### src/rtl/rv64g_l1_bank_arbiter_rr_if.sv
// Requester-side bundle for the L1 bank arbiter: per-port requests in, grants and the
// registered bank command out.
interface rv64g_l1_bank_arbiter_rr_if #(
  parameter int NUM_PORTS = 2,
  parameter int TAG_W     = 53,
  parameter int INDEX_W   = 5
);
  logic [NUM_PORTS-1:0]         req_i;
  logic [NUM_PORTS-1:0]         we_i;
  logic [NUM_PORTS*INDEX_W-1:0] index_i;
  logic [NUM_PORTS*3-1:0]       word_i;
  logic [NUM_PORTS*3-1:0]       way_i;
  logic [NUM_PORTS*8-1:0]       be_i;
  logic [NUM_PORTS*64-1:0]      wdata_i;
  logic                         tag_we_i;
  logic [TAG_W-1:0]             tag_i;
  logic [1:0]                   state_i;

  logic [NUM_PORTS-1:0]         gnt_o;
  logic [NUM_PORTS-1:0]         stall_o;
  logic                         bank_req_o;
  logic                         bank_we_o;
  logic                         bank_tag_we_o;
  logic [INDEX_W-1:0]           bank_index_o;
  logic [2:0]                   bank_word_o;
  logic [2:0]                   bank_way_o;
  logic [7:0]                   bank_be_o;
  logic [63:0]                  bank_wdata_o;
  logic [TAG_W-1:0]             bank_tag_o;
  logic [1:0]                   bank_state_o;
  logic [15:0]                  starve_cnt_o;

  modport slave (
    input  req_i, we_i, index_i, word_i, way_i, be_i, wdata_i, tag_we_i, tag_i, state_i,
    output gnt_o, stall_o, bank_req_o, bank_we_o, bank_tag_we_o, bank_index_o, bank_word_o,
           bank_way_o, bank_be_o, bank_wdata_o, bank_tag_o, bank_state_o, starve_cnt_o
  );
  modport master (
    output req_i, we_i, index_i, word_i, way_i, be_i, wdata_i, tag_we_i, tag_i, state_i,
    input  gnt_o, stall_o, bank_req_o, bank_we_o, bank_tag_we_o, bank_index_o, bank_word_o,
           bank_way_o, bank_be_o, bank_wdata_o, bank_tag_o, bank_state_o, starve_cnt_o
  );
endinterface

### src/rtl/rv64g_l1_bank_arbiter_rr.sv
// L1 bank arbiter: scalar port 0 has priority over vector lanes, except that a lane
// denied STARVE_LIMIT cycles in a row is force-granted. Bank command is registered.
module rv64g_l1_bank_arbiter_rr_wait #(
  parameter int LIMIT = 4
) (
  input  logic clk_i,
  input  logic rst_i,
  input  logic req,
  input  logic gnt,
  output logic starved
);
  logic [7:0] cnt_q, cnt_d;

  always_comb begin
    cnt_d = cnt_q;
    if (!req || gnt)              cnt_d = '0;
    else if (cnt_q != 8'(LIMIT))  cnt_d = cnt_q + 8'd1;
  end

  always_ff @(posedge clk_i or posedge rst_i)
    if (rst_i) cnt_q <= '0;
    else       cnt_q <= cnt_d;

  // A saturated count only matters while the lane is still asking.
  assign starved = req && (cnt_q == 8'(LIMIT));
endmodule

module rv64g_l1_bank_arbiter_rr #(
  parameter int NUM_PORTS    = 2,
  parameter int TAG_W        = 53,
  parameter int INDEX_W      = 5,
  parameter int STARVE_LIMIT = 4
) (
  input logic                         clk_i,
  input logic                         rst_i,
  rv64g_l1_bank_arbiter_rr_if.slave   bus
);
  localparam int SEL_W = $clog2(NUM_PORTS);

  logic                 bcast;
  logic [NUM_PORTS-1:0] starved, gnt;
  logic [SEL_W-1:0]     sel;
  logic                 forced, found;

  assign bcast = bus.tag_we_i & ~bus.req_i[0];

  assign starved[0] = 1'b0;
  for (genvar p = 1; p < NUM_PORTS; p++) begin : g_lane
    rv64g_l1_bank_arbiter_rr_wait #(.LIMIT(STARVE_LIMIT)) u_wait (
      .clk_i   (clk_i),
      .rst_i   (rst_i),
      .req     (bus.req_i[p]),
      .gnt     (gnt[p]),
      .starved (starved[p])
    );
  end

  always_comb begin
    gnt    = '0;
    sel    = '0;
    forced = 1'b0;
    found  = 1'b0;
    if (!rst_i && !bcast) begin
      for (int p = 1; p < NUM_PORTS; p++)
        if (starved[p] && !found) begin
          gnt[p] = 1'b1; sel = SEL_W'(p); found = 1'b1; forced = 1'b1;
        end
      if (!found && bus.req_i[0]) begin
        gnt[0] = 1'b1; found = 1'b1;
      end
      for (int p = 1; p < NUM_PORTS; p++)
        if (bus.req_i[p] && !found) begin
          gnt[p] = 1'b1; sel = SEL_W'(p); found = 1'b1;
        end
    end
  end

  assign bus.gnt_o   = gnt;
  assign bus.stall_o = bus.req_i & ~gnt;

  logic               bank_req_q, bank_req_d, bank_we_q, bank_we_d, bank_tag_we_q, bank_tag_we_d;
  logic [INDEX_W-1:0] bank_index_q, bank_index_d;
  logic [2:0]         bank_word_q, bank_word_d, bank_way_q, bank_way_d;
  logic [7:0]         bank_be_q, bank_be_d;
  logic [63:0]        bank_wdata_q, bank_wdata_d;
  logic [TAG_W-1:0]   bank_tag_q, bank_tag_d;
  logic [1:0]         bank_state_q, bank_state_d;
  logic [15:0]        starve_cnt_q, starve_cnt_d;

  always_comb begin
    bank_req_d    = 1'b0;
    bank_we_d     = 1'b0;
    bank_tag_we_d = 1'b0;
    bank_index_d  = bank_index_q;
    bank_word_d   = bank_word_q;
    bank_way_d    = bank_way_q;
    bank_be_d     = bank_be_q;
    bank_wdata_d  = bank_wdata_q;
    bank_tag_d    = bank_tag_q;
    bank_state_d  = bank_state_q;
    starve_cnt_d  = starve_cnt_q;
    // Broadcast leaves sel at 0, so the tag write uses the scalar port's index/way.
    if ((|gnt) || bcast) begin
      bank_req_d    = 1'b1;
      bank_we_d     = (|gnt) & bus.we_i[sel];
      bank_tag_we_d = bcast | (gnt[0] & bus.tag_we_i);
      bank_index_d  = bus.index_i[sel*INDEX_W +: INDEX_W];
      bank_word_d   = bus.word_i[sel*3 +: 3];
      bank_way_d    = bus.way_i[sel*3 +: 3];
      bank_be_d     = bus.be_i[sel*8 +: 8];
      bank_wdata_d  = bus.wdata_i[sel*64 +: 64];
      bank_tag_d    = (bcast | gnt[0]) ? bus.tag_i   : '0;
      bank_state_d  = (bcast | gnt[0]) ? bus.state_i : '0;
    end
    if (forced && starve_cnt_q != 16'hFFFF) starve_cnt_d = starve_cnt_q + 16'd1;
  end

  always_ff @(posedge clk_i or posedge rst_i) begin
    if (rst_i) begin
      bank_req_q <= 1'b0; bank_we_q <= 1'b0; bank_tag_we_q <= 1'b0;
      bank_index_q <= '0; bank_word_q <= '0; bank_way_q <= '0; bank_be_q <= '0;
      bank_wdata_q <= '0; bank_tag_q <= '0; bank_state_q <= '0; starve_cnt_q <= '0;
    end else begin
      bank_req_q <= bank_req_d; bank_we_q <= bank_we_d; bank_tag_we_q <= bank_tag_we_d;
      bank_index_q <= bank_index_d; bank_word_q <= bank_word_d; bank_way_q <= bank_way_d;
      bank_be_q <= bank_be_d; bank_wdata_q <= bank_wdata_d; bank_tag_q <= bank_tag_d;
      bank_state_q <= bank_state_d; starve_cnt_q <= starve_cnt_d;
    end
  end

  assign bus.bank_req_o    = bank_req_q;
  assign bus.bank_we_o     = bank_we_q;
  assign bus.bank_tag_we_o = bank_tag_we_q;
  assign bus.bank_index_o  = bank_index_q;
  assign bus.bank_word_o   = bank_word_q;
  assign bus.bank_way_o    = bank_way_q;
  assign bus.bank_be_o     = bank_be_q;
  assign bus.bank_wdata_o  = bank_wdata_q;
  assign bus.bank_tag_o    = bank_tag_q;
  assign bus.bank_state_o  = bank_state_q;
  assign bus.starve_cnt_o  = starve_cnt_q;
endmodule
### src/flat_wrapper.sv
// flat-port wrapper written by rule: the top's interface ports become plain ports
module rv64g_l1_bank_arbiter_rr_flat 
#(
  parameter int NUM_PORTS    = 2,
  parameter int TAG_W        = 53,
  parameter int INDEX_W      = 5,
  parameter int STARVE_LIMIT = 4
)
  (clk_i, rst_i, bus_req_i, bus_we_i, bus_index_i, bus_word_i, bus_way_i, bus_be_i, bus_wdata_i, bus_tag_we_i, bus_tag_i, bus_state_i, bus_gnt_o, bus_stall_o, bus_bank_req_o, bus_bank_we_o, bus_bank_tag_we_o, bus_bank_index_o, bus_bank_word_o, bus_bank_way_o, bus_bank_be_o, bus_bank_wdata_o, bus_bank_tag_o, bus_bank_state_o, bus_starve_cnt_o);
  rv64g_l1_bank_arbiter_rr_if #(.NUM_PORTS(NUM_PORTS), .TAG_W(TAG_W), .INDEX_W(INDEX_W)) bus_i ();
  input logic clk_i;
  input logic rst_i;
  input wire logic [$bits(bus_i.req_i)-1:0] bus_req_i;
  input wire logic [$bits(bus_i.we_i)-1:0] bus_we_i;
  input wire logic [$bits(bus_i.index_i)-1:0] bus_index_i;
  input wire logic [$bits(bus_i.word_i)-1:0] bus_word_i;
  input wire logic [$bits(bus_i.way_i)-1:0] bus_way_i;
  input wire logic [$bits(bus_i.be_i)-1:0] bus_be_i;
  input wire logic [$bits(bus_i.wdata_i)-1:0] bus_wdata_i;
  input wire logic [$bits(bus_i.tag_we_i)-1:0] bus_tag_we_i;
  input wire logic [$bits(bus_i.tag_i)-1:0] bus_tag_i;
  input wire logic [$bits(bus_i.state_i)-1:0] bus_state_i;
  output wire logic [$bits(bus_i.gnt_o)-1:0] bus_gnt_o;
  output wire logic [$bits(bus_i.stall_o)-1:0] bus_stall_o;
  output wire logic [$bits(bus_i.bank_req_o)-1:0] bus_bank_req_o;
  output wire logic [$bits(bus_i.bank_we_o)-1:0] bus_bank_we_o;
  output wire logic [$bits(bus_i.bank_tag_we_o)-1:0] bus_bank_tag_we_o;
  output wire logic [$bits(bus_i.bank_index_o)-1:0] bus_bank_index_o;
  output wire logic [$bits(bus_i.bank_word_o)-1:0] bus_bank_word_o;
  output wire logic [$bits(bus_i.bank_way_o)-1:0] bus_bank_way_o;
  output wire logic [$bits(bus_i.bank_be_o)-1:0] bus_bank_be_o;
  output wire logic [$bits(bus_i.bank_wdata_o)-1:0] bus_bank_wdata_o;
  output wire logic [$bits(bus_i.bank_tag_o)-1:0] bus_bank_tag_o;
  output wire logic [$bits(bus_i.bank_state_o)-1:0] bus_bank_state_o;
  output wire logic [$bits(bus_i.starve_cnt_o)-1:0] bus_starve_cnt_o;
  assign bus_i.req_i = bus_req_i;
  assign bus_i.we_i = bus_we_i;
  assign bus_i.index_i = bus_index_i;
  assign bus_i.word_i = bus_word_i;
  assign bus_i.way_i = bus_way_i;
  assign bus_i.be_i = bus_be_i;
  assign bus_i.wdata_i = bus_wdata_i;
  assign bus_i.tag_we_i = bus_tag_we_i;
  assign bus_i.tag_i = bus_tag_i;
  assign bus_i.state_i = bus_state_i;
  assign bus_gnt_o = bus_i.gnt_o;
  assign bus_stall_o = bus_i.stall_o;
  assign bus_bank_req_o = bus_i.bank_req_o;
  assign bus_bank_we_o = bus_i.bank_we_o;
  assign bus_bank_tag_we_o = bus_i.bank_tag_we_o;
  assign bus_bank_index_o = bus_i.bank_index_o;
  assign bus_bank_word_o = bus_i.bank_word_o;
  assign bus_bank_way_o = bus_i.bank_way_o;
  assign bus_bank_be_o = bus_i.bank_be_o;
  assign bus_bank_wdata_o = bus_i.bank_wdata_o;
  assign bus_bank_tag_o = bus_i.bank_tag_o;
  assign bus_bank_state_o = bus_i.bank_state_o;
  assign bus_starve_cnt_o = bus_i.starve_cnt_o;
  rv64g_l1_bank_arbiter_rr #(.NUM_PORTS(NUM_PORTS), .TAG_W(TAG_W), .INDEX_W(INDEX_W), .STARVE_LIMIT(STARVE_LIMIT)) u_core (.clk_i(clk_i), .rst_i(rst_i), .bus(bus_i));
endmodule
### config.mk
export PLATFORM = sky130hd
export DESIGN_NAME = rv64g_l1_bank_arbiter_rr_flat
export DESIGN_NICKNAME = d
export VERILOG_FILES = /design/src/rtl/rv64g_l1_bank_arbiter_rr_if.sv /design/src/rtl/rv64g_l1_bank_arbiter_rr.sv /design/src/flat_wrapper.sv
export SDC_FILE = /design/constraint.sdc
export NUM_CORES = 1
export LEC_CHECK = 0
export ABC_CLOCK_PERIOD_IN_PS = 13800
export BUFFER_PORTS_ARGS = -buffer_cell sky130_fd_sc_hd__buf_4
export CAP_MARGIN = 20
export CORE_AREA = 2 2 152 154
export CTS_CLUSTER_SIZE = 20
export DETAILED_ROUTE_END_ITERATION = 10
export DIE_AREA = 0 0 154 156
export PLACE_DENSITY_LB_ADDON = 0.08
export SLEW_MARGIN = 20
export SYNTH_ARGS = -nofsm -noshare
export SYNTH_HDL_FRONTEND = slang
export SYNTH_SLANG_ARGS = --single-unit
### constraint.sdc
create_clock -name clk_i -period 13.8 [get_ports clk_i]
set_input_delay 1.38 -clock clk_i [delete_from_list [all_inputs] [get_ports clk_i]]
set_output_delay 1.38 -clock clk_i [all_outputs]
set_load 0.02 [all_outputs]
==> results.txt <==
Worst-Margin Slew: 0.954 ns
post-synthesis cell count: 699
Hold Buf Count CTS: 0
HPWL Detailed: 17300 um
vias in the first global route: 6328
worst-path fanout max: 69
initial antenna violation count: 0
Initial DRC Count: 369
port bufs: 388
clk_skew: 0.0130 ns
Final min period: 4.30 ns
share of layout cells above drive strength 1: 40.6%
Total Routing Usage GR: 20.0%
ys async rst share: 100%
Placer Congestion: 0.797
num ports: 389
vias per inst: 4.75
Hold WC Path Type: reg2reg
design area: 0.0106 sq mm
NetSw: 442 uW
met3 Use GR: 6.28%
CTS Buf Count: 17
met2 GRT Util: 33.3%
RSZ-0062 raised after global routing: no
FMAX: 232 MHz
routed len/inst: 18.1 um
Via Count: 6444
count of different cell masters after synthesis: 35
# rows: 55
syn nets: 930
H-tree Lvls: 4
# fillers: 2161
Synth warnings: 0
clock sinks: 165
area of the multi-input gates: 0.00259 sq mm
number of diodes: 0
total internal power: 955 uW
max_cap viols: 0
Die Wd: 154 um
status: finished clean
Clk pwr share: 33.9%
Syn Std Cell Area: 0.00702 sq mm
CTS clk-pin slew, worst paths: 0.07 ns
Final Hold Viols: 0
final period utilization: 31.2%
EDFF count, synth: 0
Reg power frac: 41.5%
Area growth syn-to-layout: 51.3%
placed cell area: 0.0101 sq mm
GR peak layer: met2
DRT Pass-1 Iters: 5
M1 GR Usage: 24.8%
Overflow after GRT: 0
Critical Path End Type: output port
P_leak: 0.00538 uW
final WL: 24600 um
global-route wire length before repair: 37200 um
largest net degree at the start of global routing: 102
crit path cell chain: buf_4, nand2b_1, nand2_1, a21o_4, nand2_1, inv_1, buf_4
CORE AREA: 0.0224 sq mm
Die Ht: 156 um
CTS tree: yes
die area: 0.0240 sq mm
Initial Util: 31.4%
Hold WS: 0.499 ns
final setup vio count: 0
Max-slew headroom: 36.4%
clk root buf: clkbuf_16
Sw Share: 31.6%
fin. max-slew vios: 0
most frequently used flop master after synthesis: dfrtp_1
clock buffer depth: 2
Seq/Total Area, Yosys: 58.8%
Crit-path slowest cell: a21o_4
PwrDens: 131 mW/mm^2
Setup TNS: 0 ns
crit path launch type: input port
Mean Syn Cell Area: 10.0 sq um
Critical Path Max Stage Delay: 0.53 ns
Layout Nets: 1291
Remaining DRCs: 0
Yosys reg bits: 165
Crit path arrival time: 2.92 ns
Peak VDD IR: 0.0627 mV
Crit Path Class: in2out
Worst-Skew Late Latency: 0.43 ns
sequential cell area: 0.00413 sq mm
Routed Antenna Nets: 0
combinational share of power: 24.6%
Worst Path Required: 12.42 ns
Post-CTS Setup Inserts: 0
Resized cells post-CTS: 0
flip-flops by register name, indices dropped and copies added, names as in the netlist:
signal,flops
u_core.bus.bank_req_o,1
u_core.bus.bank_be_o,8
u_core.g_lane.u_wait.cnt_q,8
u_core.bus.starve_cnt_o,16
u_core.bus.bank_we_o,1
u_core.bus.bank_tag_o,53
u_core.bus.bank_way_o,3
u_core.bus.bank_index_o,5
u_core.bus.bank_tag_we_o,1
u_core.bus.bank_word_o,3
u_core.bus.bank_wdata_o,64
u_core.bus.bank_state_o,2
worst paths after layout:
| check | cells past startpoint | endpoint | slack [ns] | startpoint |
|---|---|---|---|---|
| worst min-delay path | 1 | u_core.bus.bank_tag_o[11]$_DFFE_PP0P_ | 0.50 | u_core.bus.bank_tag_o[11]$_DFFE_PP0P_ |
| worst max register to register | 8 | u_core.bus.bank_wdata_o[6]$_DFFE_PP0P_ | 10.42 | u_core.g_lane[1].u_wait.cnt_q[0]$_DFFE_PP0P_ |
| min in group asynchronous | 2 | u_core.bus.bank_be_o[5]$_DFFE_PP0P_ | 1.17 | rst_i |
| max in group asynchronous | 3 | u_core.bus.starve_cnt_o[2]$_DFFE_PP0P_ | 11.14 | rst_i |
| worst max-delay path | 7 | bus_stall_o[1] | 9.50 | bus_req_i[0] |
| worst min register to register | 1 | u_core.bus.bank_tag_o[11]$_DFFE_PP0P_ | 0.50 | u_core.bus.bank_tag_o[11]$_DFFE_PP0P_ |
final cells by class:
class | count | area share (%)
clock buffers | 18 | 4.04
multi-input cells | 476 | 24.4
well taps | 285 | 3.36
inverters | 7 | 0.294
clock inverters | 14 | 1.33
flip-flops and latches | 165 | 38.9
repair buffers | 393 | 27.8
worst max-delay path, delay by kind of cell:
kind	cells	cell delay (ns)
buffers and inverters	3	0.41
AND/OR/NAND/NOR	3	0.61
AO/OA/AOI/OAI	1	0.53
power by group through the flow:
stage               Combinational [uW]  Clock, uW  Sequential [uW]
finish                             344        474              579
global route                       370        508              587
CTS                                350        487              580
detailed placement                 351          0              586
global placement                   349          0              587
floorplan                          100          0              657
Yosys cell counts (2+ instances only):
library cell | n | share of area [%]
nand2b_1 | 2 | 0.18
a22o_1 | 56 | 7.0
buf_4 | 4 | 0.43
clkbuf_1 | 26 | 1.4
ha_1 | 3 | 0.53
nand2_1 | 175 | 9.4
nor2_1 | 91 | 4.9
buf_2 | 11 | 0.78
and4_1 | 5 | 0.62
buf_6 | 10 | 1.6
xnor2_1 | 11 | 1.4
dfrtp_1 | 165 | 59
nor2b_1 | 4 | 0.36
xor2_1 | 9 | 1.1
nand3_1 | 10 | 0.71
inv_1 | 6 | 0.32
a31oi_1 | 83 | 7.4
o21ai_0 | 2 | 0.14
and3_1 | 4 | 0.36
nand4_1 | 7 | 0.62
metrics by stage:
| step | instances | setup slack [ns] | util (%) | total power [uW] |
|---|---|---|---|---|
| 3_5_place_dp | 1326 | 9.50 | 45.0 | 937 |
| 3_3_place_gp | 1326 | 9.50 | 45.0 | 936 |
| 4_1_cts | 1358 | 9.49 | 47.5 | 1420 |
| 2_1_floorplan | 699 | 7.96 | - | 757 |
| 5_1_grt | 1358 | 9.38 | 47.5 | 1470 |
| 6_report | 1358 | 9.50 | 47.5 | 1400 |
cells by family after synthesis:
family,synth area share [%]
AOI/OAI and AO/OA,15.2
DFF,58.8
xor gates and xnor gates,2.50
buffers and inverters,4.58
and+or+nand+nor,18.2
adders and majority gates,0.535
muxes,0.160
layout by cell type (no fill, tap or decap), drive strengths merged, types with 5 or more instances in the layout:
| cell | synthesis | layout |
|---|---|---|
| nor2 | 92 | 92 |
| inv | 7 | 15 |
| xor2 | 9 | 9 |
| and4 | 5 | 5 |
| xnor2 | 11 | 11 |
| buf | 25 | 393 |
| nand2 | 175 | 175 |
| a31oi | 83 | 83 |
| nand4 | 7 | 7 |
| a22o | 56 | 56 |
| nand3 | 10 | 10 |
| clkbuf | 26 | 18 |
| dfrtp | 165 | 165 |
per-layer routing:
layer,up-vias,part of all wire (%)
li1,3124,-
met2,233,51
met3,21,7.7
met4,0,1.6
met5,-,0
met1,3066,40
(Power assumes the default switching activity.)
